==> src/rtl/scan_mux.sv <==
// scan_mux: N-channel, W-bit registered multiplexer with manual select and
// autonomous round-robin scan (programmable dwell per channel).
//
// Ports:
//   clk        system clock, rising edge
//   rst_n      asynchronous active-low reset
//   in         packed channels, channel k = in[k*DATA_W +: DATA_W]
//   en         block enable
//   mode       0 = manual, 1 = scan
//   sel        manual channel select
//   dwell      scan: cycles per channel minus 1
//   out        registered selected data
//   out_ch     channel index that out came from
//   out_valid  out/out_ch valid this cycle
//   wrap       one-cycle pulse on the first channel-0 output after channel N_CH-1
module scan_mux #(
  parameter  int unsigned N_CH    = 16,
  parameter  int unsigned DATA_W  = 4,
  parameter  int unsigned DWELL_W = 8,
  localparam int unsigned SEL_W   = $clog2(N_CH)
) (
  input  logic                     clk,
  input  logic                     rst_n,
  input  logic [N_CH*DATA_W-1:0]   in,
  input  logic                     en,
  input  logic                     mode,
  input  logic [SEL_W-1:0]         sel,
  input  logic [DWELL_W-1:0]       dwell,
  output logic [DATA_W-1:0]        out,
  output logic [SEL_W-1:0]         out_ch,
  output logic                     out_valid,
  output logic                     wrap
);

  localparam logic [SEL_W:0]   N_CH_EXT = (SEL_W+1)'(N_CH);
  localparam logic [SEL_W-1:0] LAST_CH  = SEL_W'(N_CH - 1);

  typedef enum logic [1:0] {IDLE, MANUAL, SCAN} state_t;

  state_t               state;
  state_t               nxt_c;
  logic                 sel_ok_c;
  logic [SEL_W-1:0]     ch;
  logic [DWELL_W-1:0]   dcnt;

  // Channel extraction by explicit compare so out-of-range indices yield 0.
  function automatic logic [DATA_W-1:0] pick(input logic [N_CH*DATA_W-1:0] bus,
                                             input logic [SEL_W-1:0]       idx);
    logic [DATA_W-1:0] res;
    res = '0;
    for (int unsigned k = 0; k < N_CH; k++) begin
      if (idx == SEL_W'(k)) res = bus[k*DATA_W +: DATA_W];
    end
    return res;
  endfunction

  // Mode decode; the register stage below acts on the state being entered.
  always_comb begin
    nxt_c    = IDLE;
    sel_ok_c = ({1'b0, sel} < N_CH_EXT);
    if (en) nxt_c = mode ? SCAN : MANUAL;
  end

  // State, scan position and registered outputs.
  always_ff @(posedge clk or negedge rst_n) begin
    if (!rst_n) begin
      state     <= IDLE;
      ch        <= '0;
      dcnt      <= '0;
      out       <= '0;
      out_ch    <= '0;
      out_valid <= 1'b0;
      wrap      <= 1'b0;
    end else begin
      state <= nxt_c;
      wrap  <= 1'b0;
      unique case (nxt_c)
        IDLE: begin
          out_valid <= 1'b0;
          ch        <= '0;
          dcnt      <= '0;
        end
        MANUAL: begin
          out       <= sel_ok_c ? pick(in, sel) : '0;
          out_ch    <= sel;
          out_valid <= sel_ok_c;
          ch        <= '0;
          dcnt      <= '0;
        end
        SCAN: begin
          out       <= pick(in, ch);
          out_ch    <= ch;
          out_valid <= 1'b1;
          // ch=0 with dcnt=0 while already scanning only follows a wrap;
          // on entry the previous state is not SCAN.
          wrap      <= (state == SCAN) && (ch == '0) && (dcnt == '0);
          if (dcnt >= dwell) begin
            dcnt <= '0;
            ch   <= (ch == LAST_CH) ? '0 : ch + SEL_W'(1);
          end else begin
            dcnt <= dcnt + DWELL_W'(1);
          end
        end
        default: begin
          out_valid <= 1'b0;
        end
      endcase
    end
  end

endmodule

==> config.mk <==
export PLATFORM = sky130hd
export DESIGN_NAME = scan_mux
export DESIGN_NICKNAME = d
export VERILOG_FILES = /design/src/rtl/scan_mux.sv
export SDC_FILE = /design/constraint.sdc
export NUM_CORES = 1
export LEC_CHECK = 0
export CAP_MARGIN = 5
export CORE_MARGIN = 10
export CORE_UTILIZATION = 47
export DETAILED_ROUTE_END_ITERATION = 8
export PLACE_DENSITY = 0.89
export SYNTH_ARGS = -nofsm -noshare
export SYNTH_HDL_FRONTEND = slang
export SYNTH_SLANG_ARGS = --single-unit
export TNS_END_PERCENT = 20
==> constraint.sdc <==
create_clock -name clk -period 2.73 [get_ports clk]
set_input_delay 0.4095 -clock clk [delete_from_list [all_inputs] [get_ports clk]]
set_output_delay 0.4095 -clock clk [all_outputs]
set_load 0.005 [all_outputs]
==> results.toml, run 1 <==
[outcome]
status = "complete, no violations"

[critical_path]
reg2reg_to = "out[1]"
cpPeakStageDelay_ns = 0.48
cp-start-kind = "flop"
reg2reg_depth = 7
crit_fanout = 14
path_cells = "ha_1 -> buf_4 -> or3_1 -> a211o_1 -> a21oi_1 -> o21a_1 -> o32a_1"
timing.reg2reg.setup_slack_ns = 0.21
critPathCaptureType = "flop"
cp_slowest_cell = "dfrtp_1"
cp.arrival_ns = 2.76
criticalPathCategory = "flop to flop"
required_ns = 2.97
reg2reg_from = "ch[0]"

[sta]
setup_viol_count_final = 0
setup_tns_ns = 0
min_period_ns = 2.523
skew_ns = 0.01329
rsz0062_at_grt = "no"
drv_slew = 0
fin_crit_sh_pct = 92.42
worst_pin_slew_ns = 0.7744
max_freq_mhz = 396.4
slew_headroom_pct = 48.37
hold_viol = 0

[cells_and_area]
final_common_cell = "clkdlybuf4s50_1"
drive_above_1_share_pct = 9.049
finalNonFillerCells = 503
antenna_cells = 0
multi_input_area_um2 = 1912
fillers = 471
layout_common_cells = "clkdlybuf4s50_1 (89), nor2_1 (30), o21ai_0 (27)"
synthToLayoutAreaGrowth_pct = 39.04
nets = 527
regArea_um2 = 600.6

[pwr]
p_per_area_nw_per_um2 = 312.5
power_leakage_nw = 1.558
vdd_drop_max_v = 0.0002423

[clock_tree]
clk_path_buf_depth = 2
cts_tree = "yes"
root_buffer = "clkbuf_8"
insertion_delay_ns = 0.29
cts_sinks = 24
htreeDepth = 1
cts_buffers = 3
hold_buffers = 0
clk_pin_slew_ns = 0.11

[routing]
vias_per_cell = 6.594
vias = 3317
firstDrtPassIters = 5
ant_nets = 0
drt_iter0_drc = 492
wl_mm = 10.63
wl_per_cell_um = 21.14
drc = 0

[yosys]
yosys_warnings = 0
ys_types = 58
synthCells = 347
synth-seq-cells = 24
synth_fp_nets = 442
ys_seq_area_share_pct = 21.97
syn_area_um2 = 2734
synthArstFlopShare_pct = 100.0
ys.flop_type = "dfrtp_1"
synth_edf_count = 0
syn_area_per_cell_um2 = 7.879

[place]
io_buffers = 89
globalplace.congestion = 1.024
dp_cells = 499
place_hpwl_mm = 8.180

[global_routing]
grt_max_degree = 25
grt_pass1_wl_mm = 16.37
grt_pass1_vias = 3262
grt_use_total_pct = 22.10
antenna_found_initial = 0
grt.overflow.total = 0

[die]
die_area_um2 = 9267
die_h_um = 96.27
initial_core_util_pct = 49.05
pin_count = 90
die_w_um = 96.27
fp.coreArea_um2 = 5574
num_rows = 27

[run]
drv_cap = 0

[worst_hold_path]
hold_path_class = "primary input to asynchronous set/reset pin"
[layout make-up]
type	instances	area share, %
inverter	23	2.271
multi-input combinational	271	50.30
sequential	24	15.80
clock buffer	3	1.086
timing repair buffer	109	27.39
tap	72	2.370
clock inverter	1	0.7900
[per-stage QoR]
stage	setup WS, ns	utilization (%)	cell area, um2	power (mW)	hold slack [ns]
2_1_floorplan	0.5733	-	2734	0.5991	0.1139
3_3_place_gp	0.2211	66.87	3727	0.8414	0.5024
3_5_place_dp	0.1889	66.87	3727	0.8511	0.5035
4_1_cts	0.1825	68.15	3799	1.178	0.4975
5_1_grt	0.05199	68.19	3801	1.230	0.5281
6_report	0.2070	68.19	3801	1.188	0.4796
[worst max-delay path: cells and delay by family, from the launching register on]
kind,cells,cell delay (ns)
compound gates,4,0.85
fa+ha+maj,1,0.47
buf+inv,1,0.27
flops,1,0.48
simple gates,1,0.40
[synthesized netlist by cell type (4+ instances only)]
library cell	instances	area (um2)
nand2_1	26	97.59
mux2i_1	12	120.1
a21oi_1	16	80.08
o21ai_0	27	135.1
buf_2	14	70.07
nand3_1	10	50.05
o22ai_1	10	62.56
o211ai_1	5	37.54
a22oi_1	4	30.03
a211o_1	4	35.03
nand2b_1	7	43.79
ha_1	15	187.7
a221oi_1	7	61.31
a31oi_1	10	62.56
o21a_1	6	45.04
inv_1	23	86.33
nor2_1	30	112.6
clkbuf_1	11	41.29
nand4_1	6	37.54
dfrtp_1	24	600.6
nor2b_1	6	37.54
o221ai_1	4	35.03
nor3_1	9	45.04
mux4_2	7	157.7
a211oi_1	5	37.54
o31ai_1	6	45.04
[power breakdown]
group	internal, mW	switching (mW)
Sequential	0.388	0.0242
Combinational	0.255	0.186
Clock	0.197	0.138
Total	0.839	0.349
[state kept, by name, indices dropped and copies added, names as in the netlist]
register and flops:
wrap 1, out_valid 1, out 4, dcnt 8
out_ch 4, ch 4, state 2
[routing by layer]
metal	GRT usage, %	wire length [um]
met1	28.02	4041
met3	5.058	1212
met5	0	0
met4	7.248	274
met2	36.15	5103
[kinds of logic (layout without fill, tap and decap cells)]
group	count (synthesis)	after routing	share of synthesized area, %
AND/OR/NAND/NOR	110	110	19.68
flip-flops	24	24	21.97
AO/OA/AOI/OAI	120	120	29.98
XOR/XNOR	3	3	0.9613
adder cells (fa/ha/maj)	15	15	6.865
multiplexers	23	23	12.36
buffers and inverters	52	136	8.192
[what timing repair did]
item / in CTS / in global routing
endpoints found under the setup margin: 0 / 1
resized for setup: 0 / 1
setup buffers: 0 / 0
[how the worst max path moves through the flow]
stage / start / endpoint / slack [ns] / cells after the start
floorplan: en / out[0] / 0.57 / 8
global placement: ch[1] / out[1] / 0.22 / 9
detailed placement: dwell[0] / dcnt[2] / 0.19 / 8
CTS: ch[1] / out[1] / 0.18 / 9
global route: ch[0] / out[1] / 0.05 / 9
finish: ch[0] / out[1] / 0.21 / 7
(Power assumes the default switching activity.)
==> run 2: changes to the inputs <==
--- a/config.mk
+++ b/config.mk
@@ -9,6 +9,7 @@
 export CORE_MARGIN = 10
 export CORE_UTILIZATION = 47
 export DETAILED_ROUTE_END_ITERATION = 8
+export GPL_TIMING_DRIVEN = 0
 export PLACE_DENSITY = 0.89
 export SYNTH_ARGS = -nofsm -noshare
 export SYNTH_HDL_FRONTEND = slang
==> results.toml, run 2 (synthesized netlist as in run 1, its figures left out) <==
[die]
fp.coreArea_um2 = 5574
die_h_um = 96.27
pin_count = 90
initial_core_util_pct = 49.05
die_area_um2 = 9267
num_rows = 27
die_w_um = 96.27

[critical_path]
reg2reg_depth = 10
cp_slowest_cell = "dfrtp_1"
reg2reg_from = "ch[0]"
reg2reg_to = "out[3]"
timing.reg2reg.setup_slack_ns = 0.13
cp-start-kind = "flop"
crit_path_start = "ch[0]"
crit_fanout = 10
criticalPathCategory = "flop to flop"
cp_common_cell = "inv_1"
critPathCaptureType = "flop"
cpPeakStageDelay_ns = 0.53
cp.arrival_ns = 2.82
required_ns = 2.95
path_cells = "inv_1 -> ha_1 -> buf_2 -> inv_1 -> clkbuf_1 -> nor2_1 -> o32ai_1 -> and3_1 -> o21ai_0 -> nand3_1"

[pwr]
p_seq_share_pct = 35.0
switching_share_pct = 29.08
vdd_drop_max_v = 0.0002829
p_total_mw = 1.174
combPwrFrac_pct = 37.5
p_per_area_nw_per_um2 = 311.7
clockPowerShare_pct = 27.5
switching_power_mw = 0.3414
intPower_mw = 0.8326
power_leakage_nw = 1.544

[place]
dp_cells = 506
globalplace.congestion = 0.9858
io_buffers = 87
place_hpwl_mm = 8.869

[outcome]
status = "complete, no violations"

[clock_tree]
cts_sinks = 24
cts_buffers = 3
insertion_delay_ns = 0.28
root_buffer = "clkbuf_8"
htreeDepth = 1
clk_pin_slew_ns = 0.10
cts_tree = "yes"
clk_path_buf_depth = 2

[cells_and_area]
largest_reg_flops = 8
layout_common_cells = "clkdlybuf4s50_1 (87), nor2_1 (30), o21ai_0 (27)"
synthToLayoutAreaGrowth_pct = 37.76
finalNonFillerCells = 509
drive_above_1_share_pct = 8.238
final_common_cell = "clkdlybuf4s50_1"
antenna_cells = 0
regMostFlops = "dcnt"
nets = 533

[routing]
wl_per_cell_um = 21.92
ant_nets = 0
vias = 3333
drc = 0
wl_mm = 11.16
vias_per_cell = 6.548
firstDrtPassIters = 5
drt_iter0_drc = 342

[sta]
hold_viol = 0
fin_crit_sh_pct = 95.24
min_period_ns = 2.600
drv_slew = 0
max_freq_mhz = 384.6
slew_headroom_pct = 26.75
skew_ns = 0.008827
rsz0062_at_grt = "no"
setup_viol_count_final = 0
worst_pin_slew_ns = 1.095

[global_routing]
grt_pass1_wl_mm = 17.06
grt_pass1_vias = 3250
grt_use_total_pct = 23.24
antenna_found_initial = 0
grt.overflow.total = 0
grt_max_degree = 25

[run]
drv_cap = 0

[worst_hold_path]
whs_path_depth = 1
hold_path_class = "flop to flop"
holdPathEnd = "out[1]"
min_from = "out[1]"
-- run 2: metrics by stage --
step                TNS (ns)  setup slack (ns)  hold WS [ns]  utilization [%]  instance area [um2]
finish                     0            0.1299        0.5213            67.56                 3766
global route               0           0.04621        0.5399            67.56                 3766
CTS                        0            0.1125        0.5246            67.52                 3764
detailed placement    -3.018           -0.4299        0.5034            66.29                 3695
global placement      -2.339           -0.4062        0.4912            66.29                 3695
floorplan                  0            0.5733        0.1139                -                 2734
-- run 2: what timing repair did --
| action | CTS | global route |
|---|---|---|
| setup buffers | 0 | 0 |
| setup endpoints to repair | 5 | 1 |
| gates resized for setup | 1 | 1 |
| hold buffers | 0 | 0 |
| gates cloned | 0 | 0 |
-- run 2: worst max-delay path by stage --
stage	end	slack, ns	cells past startpoint
final	out[3]	0.13	10
after global routing	out[1]	0.05	10
after CTS	out[0]	0.11	8
after detailed placement	out[0]	-0.43	9
after global placement	out[0]	-0.41	9
after floorplan	out[0]	0.57	8
-- run 2: area by class of cell --
cell class                      instances  area [um2]
Buffer                                 28       135.1
Clock buffer                            3       41.29
Clock inverter                          1       30.03
Fill cell                             484        1808
Inverter                               23       86.33
Multi-Input combinational cell        271        1912
Sequential cell                        24       600.6
Tap cell                               72       90.09
Timing Repair Buffer                   87       870.8
-- run 2: worst max-delay path: cells and delay by family (launching register included) --
family,cells,cell delay (ns)
fa+ha+maj,1,0.21
flops,1,0.53
buf+inv,4,0.94
simple gates,3,0.46
compound gates,2,0.41
-- run 2: power by group through the flow --
stage / logic (mW) / registers (mW) / clock network, mW
2_1_floorplan: 0.183 / 0.416 / 0
3_3_place_gp: 0.423 / 0.416 / 0
3_5_place_dp: 0.432 / 0.419 / 0
4_1_cts: 0.433 / 0.412 / 0.321
5_1_grt: 0.472 / 0.416 / 0.333
6_report: 0.440 / 0.411 / 0.322
-- run 2: per-layer routing --
metal	vias to the layer above	track usage [%]	share of wire, %
met5	-	0	0
met4	0	5.897	2.0
met3	31	4.903	10
met2	218	37.44	47
met1	1588	30.79	41
li1	1496	-	-
